## src/rtl/cookie_ctrl.sv

```systemverilog
// -----------------------------------------------------------------------------
// cookie_ctrl
// Sequencer for a shift-loaded cellular-automaton grid ("cookie" array).
// A job optionally loads a fresh grid bit-serially, runs the grid for a
// programmed number of generations, snapshots it into the display chain and
// streams that chain back out bit-serially.
//
// Ports
//   clk, rst          : clock, synchronous active-high reset
//   start, do_load,   : job request (IDLE only), load-first select and
//   gens              : generation count, all sampled together with start
//   abort             : drop the current job, back to IDLE at the next edge
//   load_valid/ready, : host -> grid serial load handshake
//   load_bit
//   out_valid/ready,  : grid -> host serial readout handshake
//   out_bit
//   cookie_en, cookie_run, cookie_display, cookie_in_bit, cookie_disp_in :
//                       grid control strobes and serial data into the chains
//   cookie_disp_out   : tail of the grid display chain
//   busy, done        : job in progress, one-cycle completion pulse
// -----------------------------------------------------------------------------
module cookie_ctrl #(
  parameter int CELLS = 256,
  parameter int GEN_W = 8
) (
  input  logic             clk,
  input  logic             rst,
  input  logic             start,
  input  logic             do_load,
  input  logic [GEN_W-1:0] gens,
  input  logic             abort,
  input  logic             load_valid,
  output logic             load_ready,
  input  logic             load_bit,
  output logic             out_valid,
  input  logic             out_ready,
  output logic             out_bit,
  output logic             cookie_en,
  output logic             cookie_run,
  output logic             cookie_display,
  output logic             cookie_in_bit,
  output logic             cookie_disp_in,
  input  logic             cookie_disp_out,
  output logic             busy,
  output logic             done
);

  localparam int CNT_W = (CELLS > 1) ? $clog2(CELLS) : 1;
  localparam logic [CNT_W-1:0] LAST_BIT = CNT_W'(CELLS - 1);

  typedef enum logic [2:0] {IDLE, LOAD, RUN, SNAP, DUMP} state_t;

  state_t           state;
  logic [CNT_W-1:0] bit_cnt;
  logic [GEN_W-1:0] gen_cnt;

  // Strobes are decoded straight from state and the handshake inputs so a
  // transfer and its grid shift happen in the same cycle. Everything is held
  // low while rst is asserted so the grid sees no activity during reset.
  always_comb begin
    load_ready     = 1'b0;
    out_valid      = 1'b0;
    out_bit        = 1'b0;
    cookie_en      = 1'b0;
    cookie_run     = 1'b0;
    cookie_display = 1'b0;
    cookie_in_bit  = 1'b0;
    cookie_disp_in = 1'b0;
    done           = 1'b0;
    busy           = 1'b0;
    if (!rst) begin
      busy = (state != IDLE);
      case (state)
        LOAD: begin
          load_ready    = 1'b1;
          cookie_en     = load_valid;
          cookie_in_bit = load_valid & load_bit;
        end
        RUN: begin
          // gen_cnt is never 0 here in normal flow; guard keeps the count exact
          if (gen_cnt != '0) begin
            cookie_en  = 1'b1;
            cookie_run = 1'b1;
          end
        end
        SNAP: cookie_display = 1'b1;
        DUMP: begin
          out_valid = 1'b1;
          out_bit   = cookie_disp_out;
          cookie_en = out_ready;
          // an aborted final transfer does not count as completion
          done      = out_ready && (bit_cnt == LAST_BIT) && !abort;
        end
        default: ;
      endcase
    end
  end

  always_ff @(posedge clk) begin
    if (rst || abort) begin
      state   <= IDLE;
      bit_cnt <= '0;
      gen_cnt <= '0;
    end else begin
      case (state)
        IDLE: begin
          if (start) begin
            gen_cnt <= gens;
            if (do_load)         state <= LOAD;
            else if (gens == '0) state <= SNAP;
            else                 state <= RUN;
          end
        end
        LOAD: begin
          if (load_valid) begin
            if (bit_cnt == LAST_BIT) begin
              bit_cnt <= '0;
              // zero generations skips RUN entirely: no idle run-state cycle
              state   <= (gen_cnt == '0) ? SNAP : RUN;
            end else begin
              bit_cnt <= bit_cnt + 1'b1;
            end
          end
        end
        RUN: begin
          if (gen_cnt == '0) begin
            state <= SNAP;
          end else begin
            gen_cnt <= gen_cnt - 1'b1;
            if (gen_cnt == GEN_W'(1)) state <= SNAP;
          end
        end
        SNAP: state <= DUMP;
        DUMP: begin
          if (out_ready) begin
            if (bit_cnt == LAST_BIT) begin
              bit_cnt <= '0;
              state   <= IDLE;
            end else begin
              bit_cnt <= bit_cnt + 1'b1;
            end
          end
        end
        default: state <= IDLE;
      endcase
    end
  end

endmodule

```

## config.mk

```make
export PLATFORM = sky130hd
export DESIGN_NAME = cookie_ctrl
export DESIGN_NICKNAME = d
export VERILOG_FILES = /design/src/rtl/cookie_ctrl.sv
export SDC_FILE = /design/constraint.sdc
export NUM_CORES = 1
export LEC_CHECK = 0
export BUFFER_PORTS_ARGS = -buffer_cell sky130_fd_sc_hd__buf_2
export CAP_MARGIN = 20
export CORE_MARGIN = 2
export CORE_UTILIZATION = 58
export DETAILED_ROUTE_END_ITERATION = 8
export PLACE_DENSITY = 0.91
export SYNTH_ARGS = -nofsm -noshare
export SYNTH_HDL_FRONTEND = slang
export SYNTH_SLANG_ARGS = --single-unit
```

## constraint.sdc

```tcl
create_clock -name clk -period 3.4 [get_ports clk]
set_clock_uncertainty 0.2 [all_clocks]
set_input_delay 0.17 -clock clk [delete_from_list [all_inputs] [get_ports clk]]
set_output_delay 0.17 -clock clk [all_outputs]
set_load 0.03 [all_outputs]
```

# == Word level (Yosys, flattened, before mapping) ==
# Cells that the tools add are included.
# classes
n_addsub,2
n_eq_ne,13
mux,36
bitwise_logic,1
reduce_logical,14
# op_table
op,n
$mux 8,5
$pmux 8 s2,2
$mux 3,7
$mux 1,19
$logic_not 8->1,2
$pmux 3 s5,1
$ne 2x2->1 const B,6
$add 8x1->8 const B,1
$eq 8x1->1 const B,1
$eq 8x8->1 const B,1
$reduce_bool 8->1,1
$sub 8x1->8 const B,1
$eq 3x2->1 const B,2
$reduce_and 3->1,2
$reduce_and 6->1,1
$reduce_bool 2->1,2
$eq 3x1->1 const B,1
$eq 3x3->1 const B,1
$logic_not 3->1,1
$ne 3x3->1 const B,1
$pmux 1 s3,1
$reduce_bool 3->1,1
$logic_and 1x1->1,2
$mux 2,1
3 further kinds,3
# totals
register_bits,19
in_bits,17
out_inout_bits,10
elab_cells,69

# == Longest topological paths before layout ==
# Gate-level depths: netlist of the first run.
# depth
depth_word,5
depth_mapped,8
depth_no_buf,6

# == Worst setup path before layout of the first run ==
# Ideal clock, no wire load.
# synth_timing
path_kind,register -> output
start,register state[1]
end,output cookie_in_bit
t_arrival_ns,2.143
required_ns,3.030
path_slack_ns,0.887
path_stages_with_launch,5
n_path_buf,2
path_cell_list,dfxtp_1 clkbuf_1 clkbuf_1 nor4_1 and3_1
# synth_via
elab_chain_cells,3
# synth_lines
item,line_no,text
from (decl),53,state_t state;
from (signal assigned),119,state <= (gen_cnt == '0) ? SNAP : RUN;
$eq 3x1->1,73,case (state)
$mux 1,73,
$mux 1,71,if (!rst) begin
to (decl),41,"output logic cookie_in_bit,"
# No other way between the ends.

# == Worst setup path in the final report of the first run ==
# layout_timing
start,register state[1]
end,output cookie_en
# layout_via
elab_chain_cells,3
elab_cells_between_ends,5
cone_classes,3 x eq/ne; 2 x mux
# layout_lines
item,line_no,text
$eq 3x3->1 (tied with other cells),73,
$pmux 1 s3 (*),73,
$mux 1 (*),71,
to (decl),38,"output logic cookie_en,"
# Mark *: on every way between the ends. The rest lies on a longest branch, timed or not.

==> flow_summary_export.csv, run 1 <==
group,metric,value,unit
run_status,status,"completed",
timing,rsz0062_at_grt,"no",
synthesis,postSynthCellCount,166,
synthesis,synth_most_common_cell,"dfxtp_1",
hold_path,holdPathEnd,"state[1]",
timing,setup_ws,0.778,ns
route,drtIter0Drc,57,
critical_path,cp.arrival,2.25,ns
timing,finalHoldViolations,0,
clock_tree,clk_path_buf_depth,2,
critical_path,cp_slowest_cell,"dfxtp_1",
route,wl,3060,um
place,place.gp.congestion,0.927,
route,avgRoutedWirePerCell,14.3,um
floorplanning,start_util,60.0,%
synthesis,synth_nets,186,
clock_tree,postCtsSetupRepairBufs,0,
floorplanning,core,2150,sq um
critical_path,crit_required,3.03,ns
synthesis,synthArstFlopShare,0,%
synthesis,synth_top_family_by_area,"compound AO/OA/AOI/OAI gates",
grt,grt_max_degree,19,
synthesis,synth_xor_area_share,5.44,%
hold_path,hold_path_class,"input pin to flip-flop",
floorplanning,chipWidth,51.1,um
finish,final_layout_size_suffix_gt1_share,21.0,%
synthesis,yosys_warnings,0,
synthesis,synth_seq_cells,19,
clock_tree,htreeDepth,1,
synthesis,synth_compound_area_share,27.3,%
timing,finalSetupViolCount,0,
synthesis,synthAdderAreaFrac,2.91,%
finish,syn2layout_area_growth,11.7,%
place,place_ws,0.958,ns
floorplanning,dieArea,2610,sq um
timing,worstMarginPinSlew,0.664,ns
timing,fmax,381,MHz
synthesis,yosys.area.top_type,"dfxtp_1",
clock_tree,root_buffer,"clkbuf_4",
clock_tree,clock_latency,0.30,ns
critical_path,worst_path_largest_cell_delay,0.65,ns
grt,grt_pass1_wl,5040,um
synthesis,yosysUniqueCellTypes,47,
synthesis,synth_ff_type,"dfxtp_1",
timing,tns,0,ns
critical_path,crit_path_start_kind,"flip-flop",
critical_path,path_delay_family,"flip-flops",
synthesis,synthSimpleGateAreaFrac,26.4,%
route,dr.pass1.iters,4,
clock_tree,cts_tree,"built",
place,portBuffers,25,
clock_tree,cts.clk_slew.worst_paths,0.11,ns
synthesis,synthTopCellsByCount,"dfxtp_1 (19), nor2_1 (18), nand2_1 (14), a21oi_1 (13), o21ai_0 (10)",
synthesis,synth_top_area_share,29.5,%
grt,grt_use_total,25.1,%
critical_path,crit_type,"flip-flop to output pin",
route,drcViolationCount,0,
critical_path,rrSetupSlack,0.93,ns
pwr,p_per_area,312,nW/um^2
finish,final_nets,207,
finish,antenna_cells,0,
critical_path,worstPathMaxFanout,18,
critical_path,cp_cell_sequence,"nor3b_2 > o21ai_0 > a21oi_1 > buf_2",
synthesis,synth_area_leaders,"dfxtp_1 (30%), nor2_1 (5.2%), a21oi_1 (5.0%), xnor2_1 (4.8%), nand2_1 (4.1%)",
synthesis,ys_seq_area_share,29.5,%
grt,grt_pass1_vias,1167,
synthesis,muxShareOfSynthArea,2.33,%
floorplanning,fp.dieH,51.1,um
critical_path,reg2regPathDepth,6,
route,ant_nets,0,
hold_path,holdPathStages,3,
run,cap_violations,0,
timing,fin_crit_sh,77.1,%
floorplanning,rows,17,
timing,drv_slew,0,
critical_path,r2r-end,"gen_cnt[7]",
clock_tree,cts_sinks,19,
route,via_count,1344,
synthesis,syn_area_per_cell,7.76,sq um
critical_path,critPathBufInv,1,
grt,overflow,0,
synthesis,netlist_area,1290,sq um
place,hpwl,2160,um
timing,post-route-min-period,2.62,ns
clock_tree,cts_made_buffers,3,
critical_path,reg2reg_from,"gen_cnt[0]",
hold_path,worstHoldStart,"do_load",
route,avgViaCountPerCell,6.28,
pwr,leakage,0.000546,uW
floorplanning,io_pins,27,
timing,relSlewSlack,55.2,%
pwr,ir_drop,0.194,mV
clock_tree,cts_resized,0,
grt,antenna_found_initial,0,
synthesis,synth-edff-count,0,
critical_path,end_kind,"output pin",
[worst min-delay path, cell delays in order]
cell and delay [ns]:
buf_2 0.09, a2111oi_0 0.10, o211a_1 0.11
[timing repair]
action	CTS	global route
endpoints found under the setup margin	0	0
endpoints found under the hold margin	2	0
hold buffers	2	0
[per-stage QoR]
step                power [uW]  util (%)  cells  area (sq um)  hold slack [ns]
floorplan                  313         -    166          1290            0.154
global placement           331      64.8    208          1390            0.265
detailed placement         334      64.8    208          1390            0.279
CTS                        451      67.0    214          1440          0.00166
global route               469      67.0    214          1440           0.0185
finish                     450      67.0    214          1440          0.00593
[placed cells by master, fill, tap and decap left out, types with 3 or more instances in the layout]
| cell type | Yosys | final |
|---|---|---|
| o21ai_0 | 10 | 10 |
| xnor2_1 | 7 | 7 |
| clkbuf_4 | 0 | 3 |
| buf_2 | 1 | 25 |
| nor3_1 | 5 | 5 |
| and2_1 | 3 | 3 |
| nor2_1 | 18 | 18 |
| ha_1 | 3 | 3 |
| inv_1 | 5 | 5 |
| a21oi_1 | 13 | 13 |
| nor4_1 | 5 | 5 |
| a211oi_1 | 3 | 3 |
| mux2i_1 | 3 | 3 |
| nand3_1 | 5 | 5 |
| dfxtp_1 | 19 | 19 |
| a2111oi_0 | 5 | 5 |
| nand2_1 | 14 | 14 |
| nand3b_1 | 3 | 3 |
[how the worst max path moves through the flow]
stage | slack [ns] | cells past startpoint | startpoint | endpoint
finish | 0.78 | 4 | state[1] | cookie_en
CTS | 0.84 | 4 | state[1] | cookie_en
global route | 0.67 | 4 | state[1] | cookie_en
floorplan | 0.89 | 4 | state[1] | cookie_in_bit
global placement | 1.13 | 6 | gen_cnt[0] | gen_cnt[7]
detailed placement | 0.96 | 6 | gen_cnt[0] | gen_cnt[7]
[sequential cells by signal (all words and copies together) (netlist names)]
| name | cells |
|---|---|
| bit_cnt | 8 |
| gen_cnt | 8 |
| state | 3 |
[kinds of logic (layout without fill, tap and decap cells)]
family | Yosys count | count (layout)
xor gates and xnor gates | 8 | 8
buffers and inverters | 16 | 36
DFF | 19 | 19
other | 1 | 1
and+or+nand+nor | 65 | 65
AOI/OAI and AO/OA | 51 | 51
muxes | 3 | 3
adders and majority gates | 3 | 3
[power by group]
group	total (uW)	internal, uW	switching, uW
sequential	239	228	10.2
combinational	94.2	39.8	54.4
clock	117	44.0	73.3
total	450	312	138
[routing by layer]
layer | global-route usage, % | wire length, um
met1 | 34.6 | 1340
met2 | 39.4 | 1380
met3 | 3.22 | 286
met4 | 10.8 | 57
met5 | 0 | 0
[layout make-up]
type | count | area, sq um
clock buffer | 3 | 22.5
clock inverter | 1 | 5.00
fill | 174 | 708
inverter | 5 | 18.8
multi-input combinational | 131 | 833
sequential | 19 | 380
tap | 28 | 35.0
timing repair buffer | 27 | 145
Note: power is estimated with default switching activity, not from simulation.
==> run 2, diff against run 1 <==
- ABC_AREA: default -> 1
- CORE_UTILIZATION: 58 -> 54
- PLACE_DENSITY: 0.91 -> 0.86
- clock period: 3.4 -> 2.62 ns (I/O delays scaled with it)
==> flow_summary_export.csv, run 2 <==
group,metric,value,unit
timing,fmax,435,MHz
synthesis,yosysUniqueCellTypes,29,
finish,final_nets,260,
timing,setup_ws,0.323,ns
route,wl_met1,1430,um
critical_path,cp.arrival,2.36,ns
hold_path,hold_path_class,"input pin to flip-flop",
route,avgViaCountPerCell,5.26,
synthesis,postSynthCellCount,211,
clock_tree,cts_tree,"built",
critical_path,path_delay_family,"simple AND/OR/NAND/NOR gates",
grt,grt_pass1_wl,5180,um
clock_tree,htreeDepth,1,
synthesis,synth_nets,231,
critical_path,crit_required,2.68,ns
pwr,p_per_area,493,nW/um^2
place,portBuffers,25,
run_status,status,"completed",
place,hpwl,2280,um
critical_path,cp_slowest_cell,"dlygate4sd3_1",
critical_path,end_kind,"flip-flop",
critical_path,worst_path_largest_cell_delay,0.55,ns
critical_path,crit_type,"flip-flop to flip-flop",
grt,grt_use_total,24.4,%
finish,antenna_cells,0,
route,drtIter0Drc,22,
route,wl,3040,um
timing,tns,0,ns
grt,grt_pass1_vias,1292,
critical_path,cp_common_cell,"nand2_1",
route,top_layer_used,"met4",
route,met3WireLength,163,um
finish,top_regs,"bit_cnt x8, gen_cnt x8, state x3",
pwr,leakage,0.000716,uW
run,cap_violations,0,
timing,finalHoldViolations,0,
finish,syn2layout_area_growth,14.2,%
floorplanning,start_util,55.6,%
critical_path,cp_cell_sequence,"inv_1 > ha_1 > nand2_1 > nor2_1 > nand2_1 > nand3_1 > nand3_1 > nand2_1 > nand2_1 > nor2_1 > dlygate4sd3_1",
synthesis,synthArstFlopShare,0,%
timing,post-route-min-period,2.30,ns
timing,hold-worst-slack,0.00449,ns
synthesis,yosys.area.top_type,"dfxtp_1",
floorplanning,dieArea,2900,sq um
floorplanning,chipWidth,53.8,um
clock_tree,clk_path_buf_depth,2,
critical_path,crit_path_start_kind,"flip-flop",
clock_tree,root_buffer,"clkbuf_4",
route,wl_met2,1420,um
critical_path,critPathBufInv,2,
place,place_ws,0.913,ns
critical_path,worstPathMaxFanout,4,
timing,fin_crit_sh,87.7,%
synthesis,synthTopCellsByCount,"nand2_1 (38), nor2_1 (37), inv_1 (24), o21ai_0 (20), dfxtp_1 (19)",
clock_tree,cts.clk_slew.worst_paths,0.12,ns
clock_tree,clock_latency,0.31,ns
floorplanning,rows,18,
synthesis,netlist_area,1340,sq um
synthesis,synth_top_area_share,28.4,%
synthesis,synth_most_common_cell,"nand2_1",
synthesis,synth-edff-count,0,
floorplanning,io_pins,27,
synthesis,ys_seq_area_share,28.4,%
synthesis,synth_seq_cells,19,
route,dr.pass1.iters,4,
clock_tree,cts_sinks,19,
route,drcViolationCount,0,
floorplanning,core,2410,sq um
timing,finalSetupViolCount,0,
grt,grt_max_degree,17,
route,ant_nets,0,
finish,n_fill_cell,228,
grt,antenna_found_initial,0,
grt,overflow,0,
clock_tree,cts_made_buffers,3,
clock_tree,cts_hold_buf,2,
synthesis,synth_area_leaders,"dfxtp_1 (28%), nand2_1 (11%), nor2_1 (10%), o21ai_0 (7.5%), inv_1 (6.7%)",
synthesis,syn_area_per_cell,6.35,sq um
clock_tree,cts_resized,0,
finish,final_cell_mix,"nand2_1 (38), nor2_1 (37), buf_2 (25), inv_1 (24), o21ai_0 (20)",
synthesis,synth_ff_type,"dfxtp_1",
place,place.gp.congestion,0.840,
finish,layout_commonest_cell,"nand2_1",
pwr,ir_drop,0.421,mV
floorplanning,fp.dieH,53.8,um
route,via_count,1414,
synthesis,yosys_warnings,0,
timing,drv_slew,0,
clock_tree,postCtsSetupRepairBufs,0,
route,avgRoutedWirePerCell,11.3,um
timing,rsz0062_at_grt,"no",
finish,final_layout_size_suffix_gt1_share,20.9,%
==> run 2: cell count changes after synthesis, moves of 5 or more <==
| cell | before | now |
|---|---|---|
| nor2_1 | 18 | 37 |
| o21ai_0 | 10 | 20 |
| nor4_1 | 5 | 0 |
| nand3_2 | 0 | 5 |
| inv_1 | 5 | 24 |
| nand3_1 | 5 | 10 |
| xnor2_1 | 7 | 1 |
| clkbuf_1 | 6 | 1 |
| a2111oi_0 | 5 | 0 |
| nand2_1 | 14 | 38 |
==> run 2: final cells by class <==
class                           count  area, sq um  area share, %
Tap cell                           30         37.5           2.45
Clock buffer                        4         26.3           1.72
Sequential cell                    19          380           24.9
Multi-Input combinational cell    162          840           54.9
Inverter                           27          101           6.62
Timing Repair Buffer               27          145           9.48
==> run 2: power breakdown <==
part	switching, uW	internal (uW)	total [uW]
clock	101	59.5	160
combinational	180	92.1	272
sequential	17.5	305	322
==> run 2: worst reg2reg max path, stage by stage, from the launching register on <==
cell           delay, ns
dfxtp_1             0.34
inv_1               0.11
ha_1                0.20
nand2_1             0.06
nor2_1              0.17
nand2_1             0.13
nand3_1             0.10
nand3_1             0.14
nand2_1             0.09
nand2_1             0.05
nor2_1              0.09
dlygate4sd3_1       0.55
==> run 2: per-stage QoR <==
step | util (%) | std cells | total power [uW] | cell area, sq um
after floorplan | - | 211 | 535 | 1340
after global placement | 61.6 | 263 | 591 | 1480
after detailed placement | 61.6 | 263 | 593 | 1480
after CTS | 63.5 | 269 | 752 | 1530
after global routing | 63.5 | 269 | 803 | 1530
final | 63.5 | 269 | 754 | 1530
==> run 2: layer usage <==
metal,track usage [%],vias up
met4,5.56,0
met3,6.67,5
li1,-,735
met2,42.3,35
met1,29.8,639
met5,0,-
==> run 2: worst paths after layout <==
kind	from	endpoint	slack [ns]	depth (start not counted)
worst min-delay path	gens[6]	gen_cnt[6]	0.004	5
worst min register to register	gen_cnt[6]	gen_cnt[6]	0.30	2
worst max-delay path	gen_cnt[0]	state[1]	0.32	11
worst max register to register	gen_cnt[0]	state[1]	0.32	11
==> run 2: cell families (layout without fill, tap and decap cells) <==
family	Yosys count	count (layout)	synth area share (%)
other	1	1	0.280
AOI/OAI and AO/OA	38	38	14.8
xor gates and xnor gates	1	1	0.654
adders and majority gates	3	3	2.80
buffers and inverters	30	58	8.96
and+or+nand+nor	119	119	44.2
DFF	19	19	28.4
